--- config.mk ---
export PLATFORM = sky130hd
export DESIGN_NAME = clk_enable_gen
export DESIGN_NICKNAME = d
export VERILOG_FILES = /design/src/rtl/clk_enable_gen.sv
export SDC_FILE = /design/constraint.sdc
export NUM_CORES = 1
export LEC_CHECK = 0
export ABC_AREA = 1
export CAP_MARGIN = 10
export CORE_UTILIZATION = 50
export CTS_CLUSTER_DIAMETER = 120
export DETAILED_ROUTE_END_ITERATION = 8
export PLACE_DENSITY_LB_ADDON = 0.1
export SETUP_SLACK_MARGIN = 0.5
export SLEW_MARGIN = 0
export SYNTH_ARGS = -nofsm -noshare
export SYNTH_HDL_FRONTEND = slang
export SYNTH_SLANG_ARGS = --single-unit
--- constraint.sdc ---
create_clock -name clk -period 3.3 [get_ports clk]
set_input_delay 0.495 -clock clk [delete_from_list [all_inputs] [get_ports clk]]
set_output_delay 0.495 -clock clk [all_outputs]
set_load 0.01 [all_outputs]
--- src/rtl/clk_enable_gen.sv ---
// clk_enable_gen: runtime-programmable fractional clock-enable generator.
//
// Produces NUM_CH independent clock-enable strobes, each at f_clk * m / d, from
// one system clock. Each channel has its own lock indicator, and a global sync
// strobe re-aligns the phase of every running channel.
//
// Optional feature macro: CLKGEN_TOGGLE_EN adds clk_tgl[NUM_CH], a square wave
// that toggles on every enable pulse.
//
// Ports:
//   clk         system clock
//   rst         synchronous active-high reset
//   cfg_valid   configuration request
//   cfg_ready   configuration accept (low for one cycle after each transfer)
//   cfg_ch      target channel
//   cfg_enable  1 = enable with ratio cfg_mul/cfg_div, 0 = disable
//   cfg_mul     numerator m
//   cfg_div     denominator d
//   cfg_err     one-cycle pulse after an invalid accepted request
//   sync        global phase-align strobe
//   clk_en      per-channel enable strobe (registered)
//   locked      per-channel lock indicator (registered)
//   clk_tgl     per-channel toggle output (only with CLKGEN_TOGGLE_EN)

module clk_enable_gen #(
  parameter int unsigned NUM_CH      = 4,
  parameter int unsigned W           = 16,
  parameter int unsigned LOCK_PULSES = 4,
  localparam int unsigned CW         = (NUM_CH > 1) ? $clog2(NUM_CH) : 1
) (
  input  logic              clk,
  input  logic              rst,
  input  logic              cfg_valid,
  output logic              cfg_ready,
  input  logic [CW-1:0]     cfg_ch,
  input  logic              cfg_enable,
  input  logic [W-1:0]      cfg_mul,
  input  logic [W-1:0]      cfg_div,
  output logic              cfg_err,
  input  logic              sync,
  output logic [NUM_CH-1:0] clk_en,
  output logic [NUM_CH-1:0] locked
`ifdef CLKGEN_TOGGLE_EN
  ,
  output logic [NUM_CH-1:0] clk_tgl
`endif
);

  typedef enum logic [1:0] {StDisabled, StLocking, StLocked} ch_state_e;

  localparam logic [7:0] CntMax = 8'(LOCK_PULSES);

  ch_state_e          r_state [NUM_CH];
  logic [W-1:0]       r_m     [NUM_CH];
  logic [W-1:0]       r_d     [NUM_CH];
  logic [W:0]         r_acc   [NUM_CH];
  logic [7:0]         r_cnt   [NUM_CH];
  logic [NUM_CH-1:0]  r_clk_en;
  logic [NUM_CH-1:0]  r_locked;
  logic               r_ready;
  logic               r_err;
`ifdef CLKGEN_TOGGLE_EN
  logic [NUM_CH-1:0]  r_tgl;
`endif

  logic               w_accept;
  logic               w_ch_ok;
  logic               w_ratio_ok;
  logic               w_req_ok;
  logic [W:0]         w_sum   [NUM_CH];
  logic [NUM_CH-1:0]  w_hit;
  logic [NUM_CH-1:0]  w_tgt;

  assign w_accept   = cfg_valid && r_ready;
  assign w_ch_ok    = 32'(cfg_ch) < NUM_CH;
  assign w_ratio_ok = (cfg_mul != '0) && (cfg_div != '0) && (cfg_mul <= cfg_div);
  // A disable request only needs a legal channel number.
  assign w_req_ok   = w_ch_ok && (!cfg_enable || w_ratio_ok);

  always_comb begin
    for (int i = 0; i < NUM_CH; i++) begin
      // acc < d and m <= d, so the sum always fits in W+1 bits.
      w_sum[i] = r_acc[i] + {1'b0, r_m[i]};
      w_hit[i] = w_sum[i] >= {1'b0, r_d[i]};
      w_tgt[i] = w_accept && w_ch_ok && (32'(cfg_ch) == i);
    end
  end

  always_ff @(posedge clk) begin
    if (rst) begin
      r_ready  <= 1'b1;
      r_err    <= 1'b0;
      r_clk_en <= '0;
      r_locked <= '0;
`ifdef CLKGEN_TOGGLE_EN
      r_tgl    <= '0;
`endif
      for (int i = 0; i < NUM_CH; i++) begin
        r_state[i] <= StDisabled;
        r_m[i]     <= '0;
        r_d[i]     <= '0;
        r_acc[i]   <= '0;
        r_cnt[i]   <= '0;
      end
    end else begin
      r_ready <= !w_accept;
      r_err   <= w_accept && !w_req_ok;
      for (int i = 0; i < NUM_CH; i++) begin
        if (w_tgt[i]) begin
          // Any accepted request restarts the channel from a clean phase.
          r_clk_en[i] <= 1'b0;
          r_locked[i] <= 1'b0;
          r_acc[i]    <= '0;
          r_cnt[i]    <= '0;
`ifdef CLKGEN_TOGGLE_EN
          r_tgl[i]    <= 1'b0;
`endif
          if (cfg_enable && w_ratio_ok) begin
            r_state[i] <= StLocking;
            r_m[i]     <= cfg_mul;
            r_d[i]     <= cfg_div;
          end else begin
            r_state[i] <= StDisabled;
          end
        end else if (r_state[i] != StDisabled) begin
          // Count the pulse that was visible during the cycle now ending.
          if (r_clk_en[i] && (r_cnt[i] != CntMax)) begin
            r_cnt[i] <= r_cnt[i] + 8'd1;
            if (r_cnt[i] == CntMax - 8'd1) begin
              r_state[i]  <= StLocked;
              r_locked[i] <= 1'b1;
            end
          end
          if (sync) begin
            // Phase re-align: drop any pulse due on this edge.
            r_acc[i]    <= '0;
            r_clk_en[i] <= 1'b0;
          end else begin
            r_acc[i]    <= w_hit[i] ? (w_sum[i] - {1'b0, r_d[i]}) : w_sum[i];
            r_clk_en[i] <= w_hit[i];
`ifdef CLKGEN_TOGGLE_EN
            r_tgl[i]    <= r_tgl[i] ^ r_clk_en[i];
`endif
          end
        end
      end
    end
  end

  assign cfg_ready = r_ready;
  assign cfg_err   = r_err;
  assign clk_en    = r_clk_en;
  assign locked    = r_locked;
`ifdef CLKGEN_TOGGLE_EN
  assign clk_tgl   = r_tgl;
`endif

endmodule

; After elaboration in Yosys (flattened, before gate mapping)
; Memory sizes are Yosys's and may differ from the RTL's.
; Index checks and enable logic that the tools add are counted.
[word_totals]
register_bits = 10
in_bits = 39
output_inout_bits = 10
elab_cells = 281
mem_bits_ro = 0
latchBits = 0
mem_count = 5
ramBits = 236
[memory_table]
columns = memory, words, word_bits, read_ports, rd_ports_with_merged_regs, write_ports, line_no
row1 = r_acc, 4, 17, 4, 0, 4, 56  ; logic [W:0] r_acc [NUM_CH];
row2 = r_d, 4, 16, 4, 0, 4, 55  ; logic [W-1:0] r_d [NUM_CH];
row3 = r_m, 4, 16, 4, 0, 4, 54  ; logic [W-1:0] r_m [NUM_CH];
row4 = r_cnt, 4, 8, 4, 0, 4, 57  ; logic [7:0] r_cnt [NUM_CH];
row5 = r_state, 4, 2, 4, 0, 4, 53  ; ch_state_e r_state [NUM_CH];
[op_classes]
n_eq_ne = 11
n_addsub = 12
n_mul = 0
n_mux = 166
shift = 0
div_mod_pow = 0
bitwise_logic = 40
magnitude_cmp = 5
n_reduce_logical = 32
[op_table]
columns = cell, count
row1 = 2-to-1 mux 17 bit, 16
row2 = 2-to-1 mux 16 bit, 8
row3 = 2-to-1 mux 1 bit, 122
row4 = adder 17 x 16 -> 17 bit, 4
row5 = greater-or-equal comparator 17 x 16 -> 1 bit, 4
row6 = subtractor 17 x 16 -> 17 bit, 4
row7 = 2-to-1 mux 8 bit, 8
row8 = OR 1 bit, 40
row9 = adder 8 x 1 -> 8 bit (second input constant), 4
row10 = == test 8 x 2 -> 1 bit (second input constant), 4
row11 = != test 8 x 3 -> 1 bit (second input constant), 4
row12 = nonzero test 16 bit, 2
row13 = 2-to-1 mux 2 bit, 12
row14 = less-or-equal comparator 16 bit, 1
row15 = logical AND 1 bit, 13
row16 = AND reduction 3 bit, 4
row17 = nonzero test 2 bit, 4
row18 = OR reduction 2 bit, 4
row19 = == test 2 bit (second input constant), 2
row20 = logical NOT 1 bit, 3
row21 = == test 2 x 1 -> 1 bit (second input constant), 1
row22 = logical NOT 2 bit, 1
row23 = logical OR 1 bit, 1

; Longest topological paths before layout
[depth]
depth_word = 11
mapped_depth = 25

; Worst setup path before layout
; Ideal clock, no wire load.
[synth_timing]
path_type = reg2reg
startpoint = mem r_m[3][0]
endpoint = mem r_acc[3][6] (netlist bit), data pin
path_slack_ns = 0.053
synth_period_minus_slack_ns = 3.247
path_stages_with_launch = 24
arrival_time_ns = 2.995
setup_ns = 0.252
required_ns = 3.048
cell_sequence = edfxtp_1 > ha_1 > fa_1 > nand3_1 > nand3_1 > nand2_1 > nand2_2 > a21oi_1 > xor2_1 > ha_1 > nand2_1 > inv_1 > nand2_1 > nand2_1 > inv_1 > nor2_1 > nor2_1 > nand2_1 > nand2_1 > nand3_4 > nand2_1 > inv_2 > nand2_1 > nand2_1
[synth_lines]
columns = element, line_no
row1 = "start, declared", 54
row2 = "end, declared", 56

==> results.toml <==
[floorplanning]
placementRows = 68
core_area_mm2 = 0.0349
die_area_mm2 = 0.0366
start_util = 0.513
io_pins = 49
fp.dieH_um = 191
die_w_um = 191

[pwr]
p_leak_nw = 10.8
ir_worst_vdd_mv = 0.436
p_per_area_mw_per_mm2 = 572

[critical_path]
reg2reg_from = "r_m[2][4]$_SDFFCE_PN0P_"
r2r-end = "r_acc[2][8]$_SDFFCE_PN0P_"
crit_cells = 23
path_cells = "ha_4, nand2_4, a21oi_2, nor2_1, nand2_2, inv_2, o21bai_1, xor2_1, ha_1, nand2_2, inv_2, nand2_2, nand2_2, inv_2, nor2_2, nor2_1, nand2_1, nand2_2, nand3_4, clkbuf_16, nand2_4, nand2_2, nor2_2"
worst-endpoint-required_ns = 3.72
cp-end-kind = "flop"
worstPathMaxFanout = 8
path_class = "flop to flop"
critPathTopFamily = "simple AND/OR/NAND/NOR gates"
cpMostUsedCell = "nand2_2"
r2r_cells = 23
worst_setup_path_start_kind = "flop"
cp.arrival_ns = 3.85
regToRegSetupSlack_ns = -0.12
max_stage_delay_ns = 0.44
critical-path-slowest-cell = "edfxtp_1"
path_buf_inv = 4

[timing]
finalHoldViolations = 0
whs_ns = 0.378
worst_pin_slew_ns = 1.08
fmax_mhz = 292
setup_ws_ns = -0.123
slew_headroom = 0.272
skew_ns = 0.0180
min_period_ns = 3.42
setup_viol = 49
slew_viol_final = 0
final.period_utilization = 1.04
rsz0062_at_grt = "yes"

[cts]
htree_num_levels = 1
clk_latency_ns = 0.57
clock_path_buffers = 3
cts_tree = "yes"
cts.sinks = 246
root_buffer = "clkbuf_16"
cts_buffers = 28
clk_pin_slew_worst_paths_ns = 0.06

[synthesis]
synthCells = 2261
synth_top_area_cell = "edfxtp_1"
synth_seq_cells = 246
yosys_warnings = 0
yosysTopAreaCellShare = 0.396
yosysSeqAreaShare = 0.407
synthTopCellsByArea = "edfxtp_1 (40%), nand2_1 (13%), ha_1 (11%)"
synth_fp_nets = 2460
yosysMostFrequentCell = "nand2_1"
async_flop_share = 0
yosysUniqueCellTypes = 45
synthFlopType = "edfxtp_1"
avgSynthCellArea_um2 = 7.92
synth_common_cells = "nand2_1 (623), inv_1 (313), edfxtp_1 (236)"
synth_area_mm2 = 0.0179
synth_edf_count = 236

[drt]
viasPerCell = 5.48
postRouteAntennaNets = 0
wire_per_inst_um = 18.3
wirelength_mm = 54.6
route.detailed.drc = 0
dr.first_iter.drc_count = 1280
vias = 16300
drt-pass1-iter-count = 8

[layout]
multi_input_area_mm2 = 0.0114
area_delta_synth_final_pct = 32.7
area.sequential_mm2 = 0.00729
diodes = 0
nets = 2706
fillers = 2821
drive_gt1_frac = 0.262

[global_routing]
grt_overflow_total = 0
grt_pass1_wl_mm = 81.1
antenna_found_initial = 0
grtUsageTotal = 0.286
grt_pass1_vias = 15800
grt_start_max_net_pins = 62

[place]
post-place-ws_ns = -0.152
dp_hpwl_mm = 39.1
io_buffer_count = 48
gp_congestion = 0.930

[hold_path]
min_from = "rst"
hold_depth = 2
worstHoldPathType = "primary input to flop"
hold_end = "r_state[3][0]$_SDFFCE_PP0P_"

[status]
violations = "setup timing"
status = "complete, but fails checks"

[run]
maxCapViolations = 0
==> worst reg2reg max path, stage by stage (launching register included) <==
cell and delay [ns]:
edfxtp_1 0.44, ha_4 0.35, nand2_4 0.06, a21oi_2 0.17
nor2_1 0.09, nand2_2 0.10, inv_2 0.03, o21bai_1 0.17
xor2_1 0.26, ha_1 0.33, nand2_2 0.12, inv_2 0.05
nand2_2 0.05, nand2_2 0.04, inv_2 0.05, nor2_2 0.03
nor2_1 0.13, nand2_1 0.08, nand2_2 0.09, nand3_4 0.15
clkbuf_16 0.23, nand2_4 0.08, nand2_2 0.06, nor2_2 0.11
==> cell families (layout without fill, tap and decap cells) <==
family | after synthesis | after routing | synth area share
AOI/OAI and AO/OA | 212 | 212 | 0.0631
xor gates and xnor gates | 99 | 99 | 0.0485
adders and majority gates | 160 | 160 | 0.115
buffers and inverters | 361 | 626 | 0.0779
DFF | 246 | 246 | 0.407
and+or+nand+nor | 1183 | 1186 | 0.288
==> area by class of cell <==
type | instances | area share
clock buffer | 37 | 0.0331
clock inverter | 15 | 0.00579
inverter | 322 | 0.0511
multi-input combinational | 1657 | 0.481
sequential | 246 | 0.307
tap | 455 | 0.0240
timing repair buffer | 251 | 0.0979
timing repair inverter | 1 | 0.000263
==> power breakdown <==
part | leakage, nW | internal [mW] | switching, mW
Clock | 0.448 | 1.83 | 1.33
Sequential | 2.59 | 3.69 | 0.152
Combinational | 7.76 | 2.82 | 3.76
Total | 10.8 | 8.34 | 5.25
==> state kept, by name (all words and copies together), names as in the netlist <==
| register | count |
|---|---|
| cfg_err | 1 |
| cfg_ready | 1 |
| clk_en | 4 |
| locked | 4 |
| r_acc | 68 |
| r_cnt | 32 |
| r_d | 64 |
| r_m | 64 |
| r_state | 8 |
==> what timing repair did <==
action                                  CTS  global route
setup buffers                            33            35
gates resized for setup                 186           251
hold buffers                              0             0
pin swaps                                86           107
endpoints found under the setup margin   73            77
cloned                                    5             5
==> worst max path at each step <==
| stage | start | endpoint |
|---|---|---|
| 5_1_grt | r_m[2][4]$_SDFFCE_PN0P_ | r_acc[2][8]$_SDFFCE_PN0P_ |
| 2_1_floorplan | r_acc[0][0]$_SDFFCE_PN0P_ | r_acc[0][1]$_SDFFCE_PN0P_ |
| 3_5_place_dp | r_acc[0][0]$_SDFFCE_PN0P_ | r_acc[0][1]$_SDFFCE_PN0P_ |
| 4_1_cts | r_m[3][0]$_SDFFCE_PN0P_ | r_acc[3][9]$_SDFFCE_PN0P_ |
| 6_report | r_m[2][4]$_SDFFCE_PN0P_ | r_acc[2][8]$_SDFFCE_PN0P_ |
| 3_3_place_gp | cfg_div[14] | r_d[0][1]$_SDFFCE_PN0P_ |
==> placed cells by master (no fill, tap or decap), types with 6 or more instances in the layout <==
cell,Yosys,layout
xnor2_1,20,15
xor2_4,0,6
clkdlybuf4s50_1,0,47
inv_1,313,300
buf_12,0,13
nor2_2,4,24
nand3_2,1,31
ha_4,0,50
inv_2,9,21
nand2_2,10,110
buf_4,3,168
o21ai_1,2,9
nand2_4,0,34
nor2_4,1,16
xor2_2,0,16
xor2_1,79,57
clkinv_2,0,6
a21oi_1,134,103
a21oi_2,1,27
nor3_2,4,12
clkbuf_16,0,33
nand2_1,623,488
nand4_1,29,29
edfxtp_1,236,236
nand3_4,3,10
buf_6,2,17
dfxtp_1,10,10
ha_2,0,9
nand3b_1,11,11
nand3_1,137,101
o21ai_0,49,38
nor3_1,153,142
or2_2,9,9
ha_1,152,93
nor2_1,175,142
==> routing by layer <==
metal	vias to the layer above	track usage	routed length, µm	part of all wire
met2	552	0.487	26300	0.48
met1	7685	0.374	22900	0.42
li1	8009	-	-	-
met5	-	0	0	0
met4	0	0.0800	1610	0.029
met3	102	0.0466	3780	0.069
==> through the flow <==
stage               TNS (ns)  cells  power, mW  cell area [µm²]  utilization
detailed placement     -3.69   2854       8.53            20000        0.573
CTS                   -0.237   2944       12.4            22100        0.633
floorplan                  0   2261       7.11            18100            -
global placement      -0.989   2854       8.50            20000        0.573
global route          -12.86   2984       14.3            23800        0.681
finish                 -2.04   2984       13.6            23800        0.681
Power figures use the tool's default switching activity.
